`config.mk`:
```
export PLATFORM = sky130hd
export DESIGN_NAME = sync_fifo
export DESIGN_NICKNAME = d
export VERILOG_FILES = /design/src/rtl/sync_fifo.sv
export SDC_FILE = /design/constraint.sdc
export NUM_CORES = 1
export LEC_CHECK = 0
export CORE_ASPECT_RATIO = 1.75
export CORE_MARGIN = 3
export CORE_UTILIZATION = 45
export CTS_CLUSTER_DIAMETER = 200
export DETAILED_ROUTE_END_ITERATION = 6
export SKIP_CTS_REPAIR_TIMING = 1
export SYNTH_ARGS = -nofsm -noshare
export SYNTH_HDL_FRONTEND = slang
export SYNTH_SLANG_ARGS = --single-unit
```
`constraint.sdc`:
```
create_clock -name clk -period 7.1 [get_ports clk]
set_clock_uncertainty 0.05 [all_clocks]
set_input_delay 1.42 -clock clk [delete_from_list [all_inputs] [get_ports clk]]
set_output_delay 1.42 -clock clk [all_outputs]
set_load 0.1 [all_outputs]
```
`src/rtl/sync_fifo.sv`:
```
// sync_fifo: single-clock FIFO with registered read data, occupancy count and
// sticky error flags.
//
// Ports:
//   clk       - sole clock, rising edge
//   rst       - asynchronous active-high reset
//   wr_en     - write request
//   wr_data   - word to write (DATA_WIDTH)
//   rd_en     - read request
//   rd_data   - registered read word (DATA_WIDTH), held when no read accepted
//   rd_valid  - rd_data holds a word popped on the previous cycle
//   full      - count == DEPTH
//   empty     - count == 0
//   count     - stored words, 0..DEPTH (ADDR_WIDTH+1)
//   overflow  - sticky: write requested while full
//   underflow - sticky: read requested while empty
//
// fifo_addr_gen: wrapping address counter, advances by one on inc.

module fifo_addr_gen #(
  parameter int unsigned ADDR_WIDTH = 4
) (
  input  logic                  clk,
  input  logic                  rst,
  input  logic                  inc,
  output logic [ADDR_WIDTH-1:0] ptr
);

  logic [ADDR_WIDTH-1:0] ptr_q, ptr_d;

  // DEPTH is a power of two, so natural overflow gives the DEPTH-1 -> 0 wrap.
  always_comb begin
    ptr_d = ptr_q;
    if (inc) ptr_d = ptr_q + 1'b1;
  end

  always_ff @(posedge clk or posedge rst) begin
    if (rst) ptr_q <= '0;
    else     ptr_q <= ptr_d;
  end

  assign ptr = ptr_q;

endmodule

module sync_fifo #(
  parameter int unsigned ADDR_WIDTH = 4,
  parameter int unsigned DATA_WIDTH = 8
) (
  input  logic                  clk,
  input  logic                  rst,
  input  logic                  wr_en,
  input  logic [DATA_WIDTH-1:0] wr_data,
  input  logic                  rd_en,
  output logic [DATA_WIDTH-1:0] rd_data,
  output logic                  rd_valid,
  output logic                  full,
  output logic                  empty,
  output logic [ADDR_WIDTH:0]   count,
  output logic                  overflow,
  output logic                  underflow
);

  localparam int unsigned DEPTH = 1 << ADDR_WIDTH;
  localparam logic [ADDR_WIDTH:0] FULL_CNT = {1'b1, {ADDR_WIDTH{1'b0}}};

  logic [DATA_WIDTH-1:0] mem [DEPTH];

  logic [ADDR_WIDTH-1:0] wr_ptr, rd_ptr;
  logic                  wr_acc, rd_acc;

  logic [ADDR_WIDTH:0]   count_q, count_d;
  logic [DATA_WIDTH-1:0] rd_data_q, rd_data_d;
  logic                  rd_valid_q, rd_valid_d;
  logic                  overflow_q, overflow_d;
  logic                  underflow_q, underflow_d;

  assign full  = (count_q == FULL_CNT);
  assign empty = (count_q == '0);

  // Requests are masked while reset is held so nothing lands in storage.
  assign wr_acc = wr_en && !full  && !rst;
  assign rd_acc = rd_en && !empty && !rst;

  fifo_addr_gen #(.ADDR_WIDTH(ADDR_WIDTH)) u_wr_ptr (
    .clk (clk),
    .rst (rst),
    .inc (wr_acc),
    .ptr (wr_ptr)
  );

  fifo_addr_gen #(.ADDR_WIDTH(ADDR_WIDTH)) u_rd_ptr (
    .clk (clk),
    .rst (rst),
    .inc (rd_acc),
    .ptr (rd_ptr)
  );

  // Storage is deliberately not reset; count == 0 hides stale entries.
  always_ff @(posedge clk) begin
    if (wr_acc) mem[wr_ptr] <= wr_data;
  end

  always_comb begin
    count_d     = count_q;
    rd_data_d   = rd_data_q;
    rd_valid_d  = rd_acc;
    overflow_d  = overflow_q  || (wr_en && full);
    underflow_d = underflow_q || (rd_en && empty);
    case ({wr_acc, rd_acc})
      2'b10:   count_d = count_q + 1'b1;
      2'b01:   count_d = count_q - 1'b1;
      default: count_d = count_q;
    endcase
    if (rd_acc) rd_data_d = mem[rd_ptr];
  end

  always_ff @(posedge clk or posedge rst) begin
    if (rst) begin
      count_q     <= '0;
      rd_data_q   <= '0;
      rd_valid_q  <= 1'b0;
      overflow_q  <= 1'b0;
      underflow_q <= 1'b0;
    end else begin
      count_q     <= count_d;
      rd_data_q   <= rd_data_d;
      rd_valid_q  <= rd_valid_d;
      overflow_q  <= overflow_d;
      underflow_q <= underflow_d;
    end
  end

  assign count     = count_q;
  assign rd_data   = rd_data_q;
  assign rd_valid  = rd_valid_q;
  assign overflow  = overflow_q;
  assign underflow = underflow_q;

  // Structural invariants; ignored by synthesis.
  a_count_max: assert property (@(posedge clk) disable iff (rst)
    count_q <= FULL_CNT);
  a_not_full_empty: assert property (@(posedge clk) disable iff (rst)
    !(full && empty));
  a_ptr_diff: assert property (@(posedge clk) disable iff (rst)
    full || (count_q[ADDR_WIDTH-1:0] == ADDR_WIDTH'(wr_ptr - rd_ptr)));
  a_valid_past: assert property (@(posedge clk) disable iff (rst)
    rd_valid_q |-> $past(rd_acc));

endmodule

```
==> flow_summary.yaml, run 1 <==
clock_network:
  clock_latency_ns: 0.41
  htreeDepth: 4
  cts_sinks: 152
  cts_root_buf: "clkbuf_16"
  cts_tree: "built"
  clockBufferDepth: 2
  cts_buffers: 17
  clkSlewWorstSetupHoldPaths_ns: 0.06
route:
  vias_per_cell: 5.36
  ant_nets: 0
  drcViolationCount: 0
  drtPass1Iterations: 4
  via_count: 2934
  drt_iter0_markers: 163
  wl_um: 11500
  wl_per_cell_um: 21.0
floorplan:
  start_util_pct: 46.2
  die_area_sq_um: 15300
  fp-row-count: 56
  die_h_um: 161
  die_w_um: 94.8
  core_area_sq_um: 13500
  io_pins: 30
critical_path:
  endpoint_kind: "flip-flop"
  crit_type: "input pin to flip-flop"
  startpoint_type: "input pin"
  required_ns: 7.35
  arrival_ns: 4.71
  max_stage_delay_ns: 0.68
  worst_path_max_delay_cell: "inv_1"
  crit_chain: "clkdlybuf4s50_1 -> inv_1 -> and3_1 -> inv_1 -> ha_1 -> ha_1 -> nor2b_1 -> o21ai_0 -> a21oi_1 -> or3b_2 -> xnor2_1"
  worstPathMaxFanout: 25
grt:
  grt_max_degree: 36
  grt_pass1_vias: 3222
  grt_usage_pct: 16.4
  global_route.usage.met1_pct: 19.0
  grt_pass1_wl_um: 18000
  busiest_layer: "met2"
  grt-ovfl-total: 0
  grt_use_met2_pct: 29.6
  antenna_found_initial: 0
  grtUsageMet3_pct: 3.63
synth:
  ys_types: 33
  syn_area_sq_um: 6210
  yosysTopAreaCell: "edfxtp_1"
  netlist.area_leader.share_pct: 61.9
  postSynthCellCount: 327
  syn_area_per_cell_sq_um: 19.0
  synth_nets: 349
  yosysWarnings: 0
  yosysSeqAreaShare_pct: 71.5
  ys_ff_latch: 152
  ys_top_cells_by_area: "edfxtp_1 62%, dfrtp_1 9.7%, mux4_1 7.2%, mux4_2 5.4%, ha_1 1.8%"
pwr:
  seqPwrFrac_pct: 37.7
  comb_power_share_pct: 31.6
  swShare_pct: 34.8
  p_leak_uw: 0.00258
  p_per_area_nw_per_um2: 441
  internal_power_uw: 2080
  irDropWorstVdd_mv: 0.181
  clockPowerShare_pct: 30.7
  p_switching_uw: 1110
layout:
  regArea_sq_um: 4450
  post-route-util_pct: 53.9
  fillers: 1079
  nets: 382
  drive_gt1_share_pct: 15.5
  syn_to_final_growth_pct: 16.6
  layout_common_cells: "128 x edfxtp_1, 29 x clkdlybuf4s50_1, 25 x nand2_1"
  final_common_cell: "edfxtp_1"
  multi_input_area_sq_um: 1590
  layout.cells.non_filler: 547
  n_antenna_cell: 0
placed_design:
  dp_cells: 515
  portBuffers: 29
  hpwl_um: 7510
  gp_congestion: 0.744
  pre_cts_slack_ns: 2.16
outcome:
  outcome: "completed"
min_path:
  min_path_type: "flip-flop to flip-flop"
timing:
  max_freq_ghz: 0.224
  rsz0062_at_grt: "no"
  fin_crit_ns: 4.46
  slew_violations: 0
  tns_ns: 0
  finalHoldViolations: 0
  setup_violations: 0
  relSlewSlack_pct: 24.4
  tightest_slew_ns: 1.13
  period_share_pct: 62.8
  setup_slack_ns: 2.64
flow_run:
  maxCapViolations: 0
-- cells in the mapped netlist --
master    instances
a21oi_1           2
edfxtp_1        128
buf_2             3
buf_6             4
xnor2_1           8
mux4_1           17
nand3_1           1
nor2_1            2
nand2_1          25
buf_4             4
dfrtp_1          24
inv_2             1
a21o_1            3
mux4_2           15
buf_12            1
or3b_2            1
or3b_1            1
nor4_1            1
mux2i_1           9
mux2_2            8
xor2_1            2
inv_1             9
nand4_1           2
nor2b_1           2
buf_8             1
o21ai_0           8
and2_1            8
fa_1              1
and3_1           10
o21ai_1          12
nor3_1            1
clkbuf_1          4
ha_1              9
-- metrics by stage --
step | hold slack [ns] | cell area, sq um | total power, uW
2_1_floorplan | 0.477 | 6210 | 2020
3_3_place_gp | 0.388 | 6600 | 2230
3_5_place_dp | 0.401 | 6600 | 2240
4_1_cts | 0.415 | 7240 | 3230
5_1_grt | 0.428 | 7240 | 3340
6_report | 0.411 | 7240 | 3190
-- path summary, 6_finish.rpt --
kind / cells past startpoint / slack [ns] / start / end
hold / removal: 1 / 0.41 / underflow$_DFF_PP0_ / underflow$_DFF_PP0_
setup / recovery: 11 / 2.64 / rst / count[4]$_DFFE_PP0P_
max in group asynchronous: 2 / 4.88 / rst / u_rd_ptr.ptr[0]$_DFFE_PP0P_
hold reg to reg: 1 / 0.41 / underflow$_DFF_PP0_ / underflow$_DFF_PP0_
setup reg to reg: 11 / 3.50 / count[0]$_DFFE_PP0P_ / count[4]$_DFFE_PP0P_
min in group asynchronous: 2 / 1.49 / rst / underflow$_DFF_PP0_
-- cell families (layout without fill, tap and decap cells) --
group | count (synthesis) | after routing | share of synthesized area [%]
flip-flops | 152 | 152 | 71.5
AND/OR/NAND/NOR | 54 | 54 | 4.39
multiplexers | 49 | 49 | 15.5
buffers and inverters | 27 | 73 | 2.86
AO/OA/AOI/OAI | 25 | 25 | 2.13
adder cells (fa/ha/maj) | 10 | 10 | 2.13
XOR/XNOR | 10 | 10 | 1.41
-- power by group through the flow --
| stage | clock, uW | combinational [uW] | sequential, uW |
|---|---|---|---|
| after global placement | 0 | 1010 | 1220 |
| after global routing | 1040 | 1080 | 1220 |
| after detailed placement | 0 | 1020 | 1230 |
| final | 980 | 1010 | 1200 |
| after floorplan | 0 | 575 | 1450 |
| after CTS | 996 | 1020 | 1210 |
-- sequential cells by signal, indices dropped and copies added (netlist names) --
signal,flops
underflow,1
rd_valid,1
mem,128
rd_data,8
count,5
u_rd_ptr.ptr,4
overflow,1
u_wr_ptr.ptr,4
-- per-layer routing --
| layer | up-vias | share of wire, % |
|---|---|---|
| li1 | 1351 | - |
| met1 | 1516 | 40 |
| met2 | 59 | 56 |
| met3 | 8 | 2.7 |
| met4 | 0 | 1.2 |
| met5 | - | 0 |
-- cell type report --
class | instances | area share, %
Clock buffer | 18 | 5.92
Clock inverter | 14 | 3.02
Inverter | 10 | 0.518
Multi-Input combinational cell | 148 | 22.0
Sequential cell | 152 | 61.4
Tap cell | 174 | 3.01
Timing Repair Buffer | 31 | 4.21
-- critical path, delay by kind of cell --
kind            cells  cell delay, ns
compound gates      2            0.32
xor+xnor            1            0.13
fa+ha+maj           2            0.58
buf+inv             3            1.22
simple gates        3            1.02
(Power assumes the default switching activity.)
==> inputs of run 2 (changes only) <==
- clock period: 7.1 -> 4.2 ns (I/O delays scaled with it)
==> run 2 against run 1 <==
Total power rose by 62%. Highest routed layer unchanged. Non-clock buffer count grew 2. Register-to-register slack worse by 2.7 ns. First-iteration DRC count is the same. Cell count is 0.37% higher. Largest power group unchanged. Core utilization shrank 0.43 points.
==> flow_summary.yaml, run 2 (synthesis gave the netlist of run 1 again) <==
outcome:
  outcome: "completed"
floorplan:
  core_area_sq_um: 13500
  io_pins: 30
  fp-row-count: 56
  start_util_pct: 46.2
  die_area_sq_um: 15300
  die_w_um: 94.8
  die_h_um: 161
critical_path:
  crit_type: "flip-flop to flip-flop"
  worstPathMaxFanout: 7
  startpoint_type: "flip-flop"
  required_ns: 4.45
  arrival_ns: 3.61
  endpoint_kind: "flip-flop"
grt:
  grt_pass1_wl_um: 17600
  grt_pass1_vias: 3187
  grt_usage_pct: 16.0
  grt_max_degree: 36
  grt-ovfl-total: 0
  antenna_found_initial: 0
timing:
  finalHoldViolations: 0
  tns_ns: 0
  period_share_pct: 80.1
  fin_crit_ns: 3.36
  setup_slack_ns: 0.837
  relSlewSlack_pct: 25.8
  tightest_slew_ns: 1.11
  slew_violations: 0
  setup_violations: 0
  rsz0062_at_grt: "no"
  max_freq_ghz: 0.297
clock_network:
  htreeDepth: 4
  cts_sinks: 152
  cts_root_buf: "clkbuf_16"
  clock_latency_ns: 0.42
  clockBufferDepth: 2
  cts_buffers: 17
  clkSlewWorstSetupHoldPaths_ns: 0.07
  cts_tree: "built"
layout:
  layout_common_cells: "128 x edfxtp_1, 27 x clkdlybuf4s50_1, 25 x nand2_1"
  syn_to_final_growth_pct: 15.7
  fillers: 1132
  n_antenna_cell: 0
  drive_gt1_share_pct: 17.3
  largest-register: "mem"
  nets: 384
  largest_reg_flops: 128
  post-route-util_pct: 53.4
  final_common_cell: "edfxtp_1"
  stdcell_area_sq_um: 7190
flow_run:
  maxCapViolations: 0
pwr:
  irDropWorstVdd_mv: 0.320
  p_leak_uw: 0.00256
  p_per_area_nw_per_um2: 719
route:
  drcViolationCount: 0
  wl_um: 11000
  drtPass1Iterations: 4
  vias_per_cell: 5.33
  via_count: 2926
  ant_nets: 0
  wl_per_cell_um: 19.9
  drt_iter0_markers: 163
placed_design:
  dpl-instance-area_sq_um: 6610
  gp_congestion: 0.754
  pre_cts_slack_ns: 0.519
  hpwl_um: 7450
  portBuffers: 29
min_path:
  min_path_type: "flip-flop to flip-flop"
==> run 2: cell count changes in the layout (fill, tap and decap cells not counted), moves of 2 or more <==
cell | before | now
clkdlybuf4s50_1 | 29 | 27
clkinv_4 | 2 | 6
inv_6 | 4 | 2
bufinv_16 | 5 | 1
buf_4 | 2 | 6
inv_8 | 0 | 2
==> run 2: final cells by class <==
class	instances	area [sq um]	share of cell area, %
sequential	152	4450	61.9
inverter	10	37.5	0.522
timing repair buffer	33	315	4.39
clock buffer	17	425	5.92
clock inverter	15	148	2.05
multi-input combinational	148	1600	22.2
tap	174	218	3.03
==> run 2: stage by stage <==
| step | hold WS, ns | std cells | total power, uW |
|---|---|---|---|
| 6_report | 0.406 | 549 | 5170 |
| 3_5_place_dp | 0.397 | 517 | 3780 |
| 3_3_place_gp | 0.391 | 517 | 3760 |
| 2_1_floorplan | 0.477 | 327 | 3420 |
| 5_1_grt | 0.438 | 549 | 5410 |
| 4_1_cts | 0.411 | 549 | 5230 |
==> run 2: path summary, 6_finish.rpt <==
check                                     start                          end  slack (ns)  depth (start not counted)
max                        count[0]$_DFFE_PP0P_         count[4]$_DFFE_PP0P_        0.84                         12
max in group asynchronous                   rst  u_rd_ptr.ptr[0]$_DFFE_PP0P_        3.06                          3
min reg2reg                  overflow$_DFF_PP0_           overflow$_DFF_PP0_        0.41                          1
min in group asynchronous                   rst       rd_data[1]$_DFFE_PP0P_        0.79                          3
max reg2reg                count[0]$_DFFE_PP0P_         count[4]$_DFFE_PP0P_        0.84                         12
min                          overflow$_DFF_PP0_           overflow$_DFF_PP0_        0.41                          1
==> run 2: per-layer routing <==
| layer | routed length (um) | share of wire, % | GRT usage (%) |
|---|---|---|---|
| met5 | 0 | 0 | 0 |
| met4 | 184 | 1.7 | 6.31 |
| met3 | 317 | 2.9 | 3.68 |
| met2 | 6330 | 58 | 29.1 |
| met1 | 4110 | 38 | 17.6 |
==> run 2: worst max-delay path, stage by stage (launching register included) <==
cell and delay [ns]:
dfrtp_1 0.44, nor4_1 0.46, nand2_1 0.13, and3_1 0.30, inv_1 0.16, ha_1 0.24, inv_1 0.10, fa_1 0.40
nor2b_1 0.13, o21ai_0 0.13, nand3_1 0.12, or3b_2 0.46, xnor2_1 0.13
==> run 2: power breakdown <==
group          switching, uW  total [uW]  internal, uW
sequential               240        2050          1810
clock                    616        1440           828
combinational           1030        1670           644
total                   1880        5170          3280
